--- src/rtl/apb_master_mc_if.sv ---
// Request/response handshake and APB4 bus bundle for apb_master_mc.
// Latency: none, wiring only.
// Backpressure: req_ready gates requests; the APB side stalls on PREADY.
//
// Signal summary:
//   request  : req_valid/req_ready, req_write, req_slv, req_addr, req_wdata, req_strb
//   response : rsp_valid (one-cycle pulse), rsp_rdata, rsp_err
//   APB      : PADDR, PSEL (one-hot), PENABLE, PWRITE, PWDATA, PSTRB, PRDATA, PREADY, PSLVERR
// Modports: master = the bus master's view, slave = the view of requester + peripherals.
interface apb_master_mc_if #(
    parameter int ADDR_WIDTH = 32,
    parameter int DATA_WIDTH = 32,
    parameter int NUM_SLAVES = 4
);
    logic                      req_valid;
    logic                      req_ready;
    logic                      req_write;
    logic [3:0]                req_slv;
    logic [ADDR_WIDTH-1:0]     req_addr;
    logic [DATA_WIDTH-1:0]     req_wdata;
    logic [DATA_WIDTH/8-1:0]   req_strb;

    logic                      rsp_valid;
    logic [DATA_WIDTH-1:0]     rsp_rdata;
    logic                      rsp_err;

    logic [ADDR_WIDTH-1:0]     PADDR;
    logic [NUM_SLAVES-1:0]     PSEL;
    logic                      PENABLE;
    logic                      PWRITE;
    logic [DATA_WIDTH-1:0]     PWDATA;
    logic [DATA_WIDTH/8-1:0]   PSTRB;
    logic [DATA_WIDTH-1:0]     PRDATA;
    logic                      PREADY;
    logic                      PSLVERR;

    modport master (
        input  req_valid, req_write, req_slv, req_addr, req_wdata, req_strb,
        output req_ready,
        output rsp_valid, rsp_rdata, rsp_err,
        output PADDR, PSEL, PENABLE, PWRITE, PWDATA, PSTRB,
        input  PRDATA, PREADY, PSLVERR
    );

    modport slave (
        output req_valid, req_write, req_slv, req_addr, req_wdata, req_strb,
        input  req_ready,
        input  rsp_valid, rsp_rdata, rsp_err,
        input  PADDR, PSEL, PENABLE, PWRITE, PWDATA, PSTRB,
        output PRDATA, PREADY, PSLVERR
    );
endinterface

--- src/rtl/apb_master_mc.sv ---
// Parametrised APB4 master: one request at a time, IDLE->SETUP->ACCESS, one-hot PSEL.
// Latency: rsp_valid 3 cycles after accept with zero wait states (2 for a decode error).
// Backpressure: req_ready high only in IDLE; ACCESS stalls on PREADY (bounded by the optional timeout).
//
// Ports: PCLK, PRESETn (async active-low) and bus (apb_master_mc_if.master) carrying the
//        request handshake, the one-cycle response strobe and the APB4 signals.
// Option: define APB_MST_TIMEOUT_EN to abort ACCESS after TIMEOUT_CYCLES cycles without PREADY.
//         Without it no counter is built and ACCESS waits indefinitely.
module apb_master_mc #(
    parameter int ADDR_WIDTH     = 32,
    parameter int DATA_WIDTH     = 32,
    parameter int NUM_SLAVES     = 4,
    parameter int TIMEOUT_CYCLES = 256
) (
    input  logic           PCLK,
    input  logic           PRESETn,
    apb_master_mc_if.master bus
);

    // Elaboration-time parameter sanity checks.
    if (!(DATA_WIDTH == 8 || DATA_WIDTH == 16 || DATA_WIDTH == 32)) begin : g_bad_dw
        $error("apb_master_mc: DATA_WIDTH must be 8, 16 or 32");
    end
    if (NUM_SLAVES < 1 || NUM_SLAVES > 16) begin : g_bad_ns
        $error("apb_master_mc: NUM_SLAVES must be 1..16");
    end
    if (TIMEOUT_CYCLES < 1) begin : g_bad_to
        $error("apb_master_mc: TIMEOUT_CYCLES must be at least 1");
    end

    typedef enum logic [1:0] {IDLE, SETUP, ACCESS, DECERR} state_t;

    // req_slv is 4 bits wide; compare on 5 bits so NUM_SLAVES = 16 works.
    localparam logic [4:0]            NSLV     = 5'(NUM_SLAVES);
    localparam logic [NUM_SLAVES-1:0] PSEL_ONE = NUM_SLAVES'(1);

    state_t state;

`ifdef APB_MST_TIMEOUT_EN
    localparam int CW = $clog2(TIMEOUT_CYCLES + 1);
    localparam logic [CW-1:0] CNT_LAST = CW'(TIMEOUT_CYCLES - 1);
    logic [CW-1:0] acc_cnt;
`endif

    always_ff @(posedge PCLK or negedge PRESETn) begin
        if (!PRESETn) begin
            state         <= IDLE;
            bus.req_ready <= 1'b0;
            bus.rsp_valid <= 1'b0;
            bus.rsp_rdata <= '0;
            bus.rsp_err   <= 1'b0;
            bus.PADDR     <= '0;
            bus.PSEL      <= '0;
            bus.PENABLE   <= 1'b0;
            bus.PWRITE    <= 1'b0;
            bus.PWDATA    <= '0;
            bus.PSTRB     <= '0;
`ifdef APB_MST_TIMEOUT_EN
            acc_cnt       <= '0;
`endif
        end else begin
            // Response fields are zero except on the single completion cycle.
            bus.rsp_valid <= 1'b0;
            bus.rsp_rdata <= '0;
            bus.rsp_err   <= 1'b0;

            case (state)
                IDLE: begin
                    // req_ready comes up on the first edge after reset release.
                    bus.req_ready <= 1'b1;
                    if (bus.req_valid && bus.req_ready) begin
                        bus.req_ready <= 1'b0;
                        if ({1'b0, bus.req_slv} < NSLV) begin
                            bus.PADDR   <= bus.req_addr;
                            bus.PWRITE  <= bus.req_write;
                            bus.PWDATA  <= bus.req_wdata;
                            bus.PSTRB   <= bus.req_write ? bus.req_strb : '0;
                            bus.PSEL    <= PSEL_ONE << bus.req_slv;
                            bus.PENABLE <= 1'b0;
`ifdef APB_MST_TIMEOUT_EN
                            acc_cnt     <= '0;
`endif
                            state       <= SETUP;
                        end else begin
                            // Out-of-range slave: no bus cycle, just an error response.
                            state <= DECERR;
                        end
                    end
                end

                SETUP: begin
                    bus.PENABLE <= 1'b1;
                    state       <= ACCESS;
                end

                ACCESS: begin
                    if (bus.PREADY) begin
                        // PRDATA/PSLVERR are only meaningful on this cycle.
                        bus.PSEL      <= '0;
                        bus.PENABLE   <= 1'b0;
                        bus.rsp_valid <= 1'b1;
                        bus.rsp_err   <= bus.PSLVERR;
                        bus.rsp_rdata <= bus.PWRITE ? '0 : bus.PRDATA;
                        bus.req_ready <= 1'b1;
                        state         <= IDLE;
                    end
`ifdef APB_MST_TIMEOUT_EN
                    // acc_cnt counts completed ACCESS cycles, so the last
                    // permitted cycle is the one where it equals limit-1.
                    else if (acc_cnt == CNT_LAST) begin
                        bus.PSEL      <= '0;
                        bus.PENABLE   <= 1'b0;
                        bus.rsp_valid <= 1'b1;
                        bus.rsp_err   <= 1'b1;
                        bus.req_ready <= 1'b1;
                        state         <= IDLE;
                    end else begin
                        acc_cnt <= acc_cnt + 1'b1;
                    end
`endif
                end

                DECERR: begin
                    bus.rsp_valid <= 1'b1;
                    bus.rsp_err   <= 1'b1;
                    bus.req_ready <= 1'b1;
                    state         <= IDLE;
                end

                default: begin
                    state <= IDLE;
                end
            endcase
        end
    end

endmodule

--- src/flat_wrapper.sv ---
// flat-port wrapper written by rule: the top's interface ports become plain ports
module apb_master_mc_flat 
#(
    parameter int ADDR_WIDTH     = 32,
    parameter int DATA_WIDTH     = 32,
    parameter int NUM_SLAVES     = 4,
    parameter int TIMEOUT_CYCLES = 256
)
  (PCLK, PRESETn, bus_req_valid, bus_req_write, bus_req_slv, bus_req_addr, bus_req_wdata, bus_req_strb, bus_req_ready, bus_rsp_valid, bus_rsp_rdata, bus_rsp_err, bus_PADDR, bus_PSEL, bus_PENABLE, bus_PWRITE, bus_PWDATA, bus_PSTRB, bus_PRDATA, bus_PREADY, bus_PSLVERR);
  apb_master_mc_if #(.ADDR_WIDTH(ADDR_WIDTH), .DATA_WIDTH(DATA_WIDTH), .NUM_SLAVES(NUM_SLAVES)) bus_i ();
  input  logic PCLK;
  input  logic PRESETn;
  input wire logic [$bits(bus_i.req_valid)-1:0] bus_req_valid;
  input wire logic [$bits(bus_i.req_write)-1:0] bus_req_write;
  input wire logic [$bits(bus_i.req_slv)-1:0] bus_req_slv;
  input wire logic [$bits(bus_i.req_addr)-1:0] bus_req_addr;
  input wire logic [$bits(bus_i.req_wdata)-1:0] bus_req_wdata;
  input wire logic [$bits(bus_i.req_strb)-1:0] bus_req_strb;
  output wire logic [$bits(bus_i.req_ready)-1:0] bus_req_ready;
  output wire logic [$bits(bus_i.rsp_valid)-1:0] bus_rsp_valid;
  output wire logic [$bits(bus_i.rsp_rdata)-1:0] bus_rsp_rdata;
  output wire logic [$bits(bus_i.rsp_err)-1:0] bus_rsp_err;
  output wire logic [$bits(bus_i.PADDR)-1:0] bus_PADDR;
  output wire logic [$bits(bus_i.PSEL)-1:0] bus_PSEL;
  output wire logic [$bits(bus_i.PENABLE)-1:0] bus_PENABLE;
  output wire logic [$bits(bus_i.PWRITE)-1:0] bus_PWRITE;
  output wire logic [$bits(bus_i.PWDATA)-1:0] bus_PWDATA;
  output wire logic [$bits(bus_i.PSTRB)-1:0] bus_PSTRB;
  input wire logic [$bits(bus_i.PRDATA)-1:0] bus_PRDATA;
  input wire logic [$bits(bus_i.PREADY)-1:0] bus_PREADY;
  input wire logic [$bits(bus_i.PSLVERR)-1:0] bus_PSLVERR;
  assign bus_i.req_valid = bus_req_valid;
  assign bus_i.req_write = bus_req_write;
  assign bus_i.req_slv = bus_req_slv;
  assign bus_i.req_addr = bus_req_addr;
  assign bus_i.req_wdata = bus_req_wdata;
  assign bus_i.req_strb = bus_req_strb;
  assign bus_req_ready = bus_i.req_ready;
  assign bus_rsp_valid = bus_i.rsp_valid;
  assign bus_rsp_rdata = bus_i.rsp_rdata;
  assign bus_rsp_err = bus_i.rsp_err;
  assign bus_PADDR = bus_i.PADDR;
  assign bus_PSEL = bus_i.PSEL;
  assign bus_PENABLE = bus_i.PENABLE;
  assign bus_PWRITE = bus_i.PWRITE;
  assign bus_PWDATA = bus_i.PWDATA;
  assign bus_PSTRB = bus_i.PSTRB;
  assign bus_i.PRDATA = bus_PRDATA;
  assign bus_i.PREADY = bus_PREADY;
  assign bus_i.PSLVERR = bus_PSLVERR;
  apb_master_mc #(.ADDR_WIDTH(ADDR_WIDTH), .DATA_WIDTH(DATA_WIDTH), .NUM_SLAVES(NUM_SLAVES), .TIMEOUT_CYCLES(TIMEOUT_CYCLES)) u_core (.PCLK(PCLK), .PRESETn(PRESETn), .bus(bus_i));
endmodule
--- config.mk ---
export PLATFORM = sky130hd
export DESIGN_NAME = apb_master_mc_flat
export DESIGN_NICKNAME = d
export VERILOG_FILES = /design/src/rtl/apb_master_mc_if.sv /design/src/rtl/apb_master_mc.sv /design/src/flat_wrapper.sv
export SDC_FILE = /design/constraint.sdc
export NUM_CORES = 1
export LEC_CHECK = 0
export CAP_MARGIN = 10
export CORE_AREA = 2 2 101 113
export CTS_CLUSTER_SIZE = 30
export DETAILED_ROUTE_END_ITERATION = 8
export DIE_AREA = 0 0 103 115
export PLACE_DENSITY = 0.83
export SLEW_MARGIN = 20
export SYNTH_ARGS = -nofsm -noshare
export SYNTH_HDL_FRONTEND = slang
export SYNTH_SLANG_ARGS = --single-unit
--- constraint.sdc ---
create_clock -name PCLK -period 1.9 [get_ports PCLK]
set_input_delay 0.38 -clock PCLK [delete_from_list [all_inputs] [get_ports PCLK]]
set_output_delay 0.38 -clock PCLK [all_outputs]
set_load 0.02 [all_outputs]
==> flow_summary.rst <==
.. list-table::
   :header-rows: 1

   * - Metric
     - Value
   * - Result of the run
     - complete, but fails checks
   * - Violated checks
     - hold timing
   * - Effective utilization at floorplan
     - about two fifths
   * - Antenna violations before repair
     - 0
   * - Site row count
     - 40
   * - Min Hold Slack
     - -8.40 ps
   * - Part of the cycle the worst path needs
     - between 90% and 100%
   * - Number of DRC violations after detailed-routing iteration 0
     - 96
   * - Ports placed on the boundary
     - between 200 and 250
   * - Total via count after detailed routing
     - 2933
   * - Core utilization of the finished layout
     - 63.4%
   * - Syn_area_per_cell
     - approximately 16 µm²
   * - Leak
     - 0.00297 µW
   * - Via count of the first global-routing pass
     - 3133
   * - Min Clock Period, post-route
     - 1850 ps
   * - Biggest cell delay along the critical path
     - 650 ps
   * - Type of destination of the critical path
     - primary output
   * - Routed wire length per instance
     - approximately 16 µm
   * - Cell Chain, Critical Path
     - clkdlybuf4s50_1
   * - Top_reg_cell synth
     - sky130_fd_sc_hd__dfrtp_1
   * - Capture instance of the worst register-to-register path
     - u_core.bus.PADDR[22]
   * - Synthesized netlist net count
     - 374
   * - Total power
     - 9800 µW
   * - Delay-heaviest family, CP
     - buffers and inverters
   * - Vias per Instance
     - 4.56
   * - Unrepaired setup endpoints after global routing
     - false
   * - Fraction of synthesized area in multiplexers
     - 18.8%
   * - Critical-path top delay cell
     - sky130_fd_sc_hd__clkdlybuf4s50_1
   * - Least setup slack across all paths after layout
     - around 55 ps
   * - Area growth from synthesis to final layout
     - 65.2%
   * - End point of the critical path
     - bus_req_ready
   * - Achievable frequency
     - 542 MHz
   * - Launch point of the worst reg-to-reg path
     - u_core.state[0]
   * - Critical Path Fanout Max
     - 5
   * - Critical path startpoint
     - u_core.bus.req_ready
   * - Yosys warning total
     - 0
   * - Area fraction of the dominant cell type after synthesis
     - 67.6%
   * - Overall die area
     - 11800 µm²
   * - Number of buffers inserted by hold repair at cts
     - 0
   * - Basic-gate share of the synthesized area counting and, or, nand and nor cells
     - 7.52%
   * - Number of nets with antenna violations after detailed routing
     - 0
   * - Die Span Y
     - 115 µm
   * - I/O Buffers
     - 218
   * - Clock tree from TritonCTS
     - built
   * - Final hold violation count
     - 9
   * - Count of state elements after synthesis
     - approximately 110
   * - Area of the core
     - 10700 µm²
   * - Layout Nets
     - between 600 and 700
   * - Cell area after synthesis
     - 4110 µm²
   * - Commonest cells in the netlist
     - sky130_fd_sc_hd__dfrtp_1, sky130_fd_sc_hd__mux2_2, sky130_fd_sc_hd__and2_1
   * - Power density normalized to cell area
     - 1440 nW/µm²
   * - Horizontal extent of the die
     - slightly above 100 µm
   * - Worst slack at placement
     - -202 ps
   * - Buffering stage count on the worst path with inverters included
     - 1
   * - Signal arrival time at the worst endpoint
     - 1470 ps
   * - Resize count post-CTS
     - 0
   * - Clock root buffer
     - sky130_fd_sc_hd__clkbuf_16
   * - Final clock skew
     - 6.00 ps
   * - Reg-to-reg slack, setup
     - 170 ps
   * - Largest vdd supply drop
     - 0.639 mV
   * - Sum of negative setup slack
     - 0 ps
   * - Dominant combinational cell family by area after synthesis
     - multiplexers
   * - GRT Residual Overflow
     - 0
   * - Pin count of the biggest net entering global routing
     - 44
   * - Async SR Flop Fraction
     - 100%
   * - Number of buffers added by the clock tree synthesis step
     - 9
   * - Estimated wirelength of the detail-placed design
     - 7810 µm
   * - Number of antenna cells inserted
     - 0
   * - Proportion of layout cells with a drive suffix above 1
     - between 10% and 20%
   * - Count of filler cells inserted in the layout
     - 834
   * - H-tree depth reported by CTS
     - 3
   * - Top-count cell post-synth
     - sky130_fd_sc_hd__dfrtp_1
   * - Pre-Repair DR Iteration Count
     - 5
   * - Worst setup path class
     - register to primary output
   * - Post-synth EDFFs
     - 0
   * - Clock latency on the worst-skew pair
     - 340 ps
   * - Post-CTS Setup Inserts
     - 0
   * - Detailed-route wire length
     - about 10000 µm
   * - Area share of xor/xnor cells in the synthesized design
     - 0%
   * - Synth top area cells
     - sky130_fd_sc_hd__dfrtp_1, sky130_fd_sc_hd__mux2_2, sky130_fd_sc_hd__and2_1, sky130_fd_sc_hd__buf_6, sky130_fd_sc_hd__mux2i_1
   * - Largest area contributor in the netlist
     - sky130_fd_sc_hd__dfrtp_1
   * - Share of the yosys chip area belonging to registers
     - 67.6%
   * - Number of cells on the critical path
     - 1
   * - Final Setup Violations
     - 0
   * - Buffer levels on the longest clock path
     - 2
   * - Wire length of the first global-routing pass
     - 15300 µm
   * - DRC violation count after routing
     - 0
   * - Fin. max-slew vios
     - 0
   * - Slew HR
     - about two thirds
   * - Share of the synthesized area in compound gates (AO/OA/AOI/OAI)
     - 2.77%
   * - Reg2Reg Depth
     - 4
   * - Least-Margin Pin Slew
     - 482 ps
   * - Type of the worst min-delay path
     - input port to async pin
   * - Area share of fa/ha/maj cells after synthesis
     - 0%
   * - Startpoint class of the critical path
     - register
   * - Cells after synthesis
     - 264
   * - Clock-pin slew reported for the worst setup and hold paths after clock tree synthesis
     - 70 ps
   * - Required time reported for the critical path endpoint
     - 1520 ps
   * - Total global routing track utilization
     - 16.9%
   * - Synth cell types
     - 22
   * - Total number of clock tree sinks
     - about 110
   * - Max-capacitance violation count
     - 0
   * - Routability-driven placement congestion ratio
     - 0.783
[registers in the layout (all words and copies together) (netlist names)]
| name | count |
|---|---|
| u_core.bus.PSTRB | 4 |
| u_core.bus.PWDATA | 32 |
| u_core.bus.PWRITE | 1 |
| u_core.bus.PENABLE | 1 |
| u_core.bus.rsp_rdata | 32 |
| u_core.bus.rsp_valid | 1 |
| u_core.state | 2 |
| u_core.bus.req_ready | 1 |
| u_core.bus.PSEL | 4 |
| u_core.bus.PADDR | 32 |
| u_core.bus.rsp_err | 1 |
[area by class of cell]
| cell class | instances | area (µm²) | share of cell area, % |
|---|---|---|---|
| inverter | 6 | 22.5 | 0.332 |
| clock buffer | 12 | 246 | 3.63 |
| tap | 147 | 184 | 2.71 |
| multi-input combinational | 135 | 1200 | 17.7 |
| clock inverter | 3 | 20.0 | 0.295 |
| timing repair buffer | 229 | 2340 | 34.4 |
| sequential | 111 | 2780 | 40.9 |
[layer usage]
metal  global-route usage (%)  up-vias  share of wire [%]
met5                        0        -                  0
met4                     7.02        0                2.2
met3                     6.75       17                 11
met2                     29.7      151                 51
met1                     17.9     1411                 35
li1                         -     1354                  -
[worst min-delay path by stage]
| stage | start | to | slack (ps) | cells after the start |
|---|---|---|---|---|
| 6_report | PRESETn | u_core.bus.PADDR[6] | -8 | 1 |
| 5_1_grt | PRESETn | u_core.state[1] | 20 | 1 |
| 4_1_cts | PRESETn | u_core.bus.rsp_valid | 5 | 1 |
| 3_5_place_dp | PRESETn | u_core.bus.PADDR[6] | 370 | 1 |
| 3_3_place_gp | PRESETn | u_core.bus.PADDR[6] | 370 | 1 |
| 2_1_floorplan | PRESETn | u_core.bus.PADDR[0] | 80 | 0 |
[cell families after synthesis]
kind of cell	after synthesis
compound gates	16
flops	111
mux	69
buf+inv	18
simple gates	50
[where the power goes]
group | internal, µW | total (µW) | switching [µW] | leakage (µW)
registers | 3240 | 3690 | 446 | 0.00141
logic | 2390 | 4400 | 2010 | 0.00144
clock network | 917 | 1720 | 800 | 0.000125
total | 6550 | 9800 | 3250 | 0.00297
[per-stage QoR]
stage / instance area, µm² / std cells / hold slack, ps
final: 6790 / 643 / -8.40
after detailed placement: 6520 / 628 / 371
after global routing: 6790 / 643 / 22.6
after global placement: 6520 / 628 / 369
after CTS: 6790 / 643 / 5.12
after floorplan: 4110 / 264 / 84.4
[cells in the final DEF, fill, tap and decap left out, types with 2 or more instances in the layout]
cell type,count
sky130_fd_sc_hd__mux2i_1,4
sky130_fd_sc_hd__o31ai_1,2
sky130_fd_sc_hd__nand2b_1,2
sky130_fd_sc_hd__nor2b_1,2
sky130_fd_sc_hd__dfrtp_1,111
sky130_fd_sc_hd__buf_12,6
sky130_fd_sc_hd__o21ai_0,3
sky130_fd_sc_hd__nand2_1,6
sky130_fd_sc_hd__buf_4,6
sky130_fd_sc_hd__o21a_1,2
sky130_fd_sc_hd__mux2_2,65
sky130_fd_sc_hd__o41ai_1,2
sky130_fd_sc_hd__a21oi_1,2
sky130_fd_sc_hd__nor2_1,4
sky130_fd_sc_hd__clkbuf_16,9
sky130_fd_sc_hd__clkinvlp_4,2
sky130_fd_sc_hd__o311ai_0,4
sky130_fd_sc_hd__and2_1,32
sky130_fd_sc_hd__clkbuf_1,2
sky130_fd_sc_hd__clkdlybuf4s50_1,217
sky130_fd_sc_hd__inv_1,6
No activity file was read; power rests on OpenSTA's default activity.
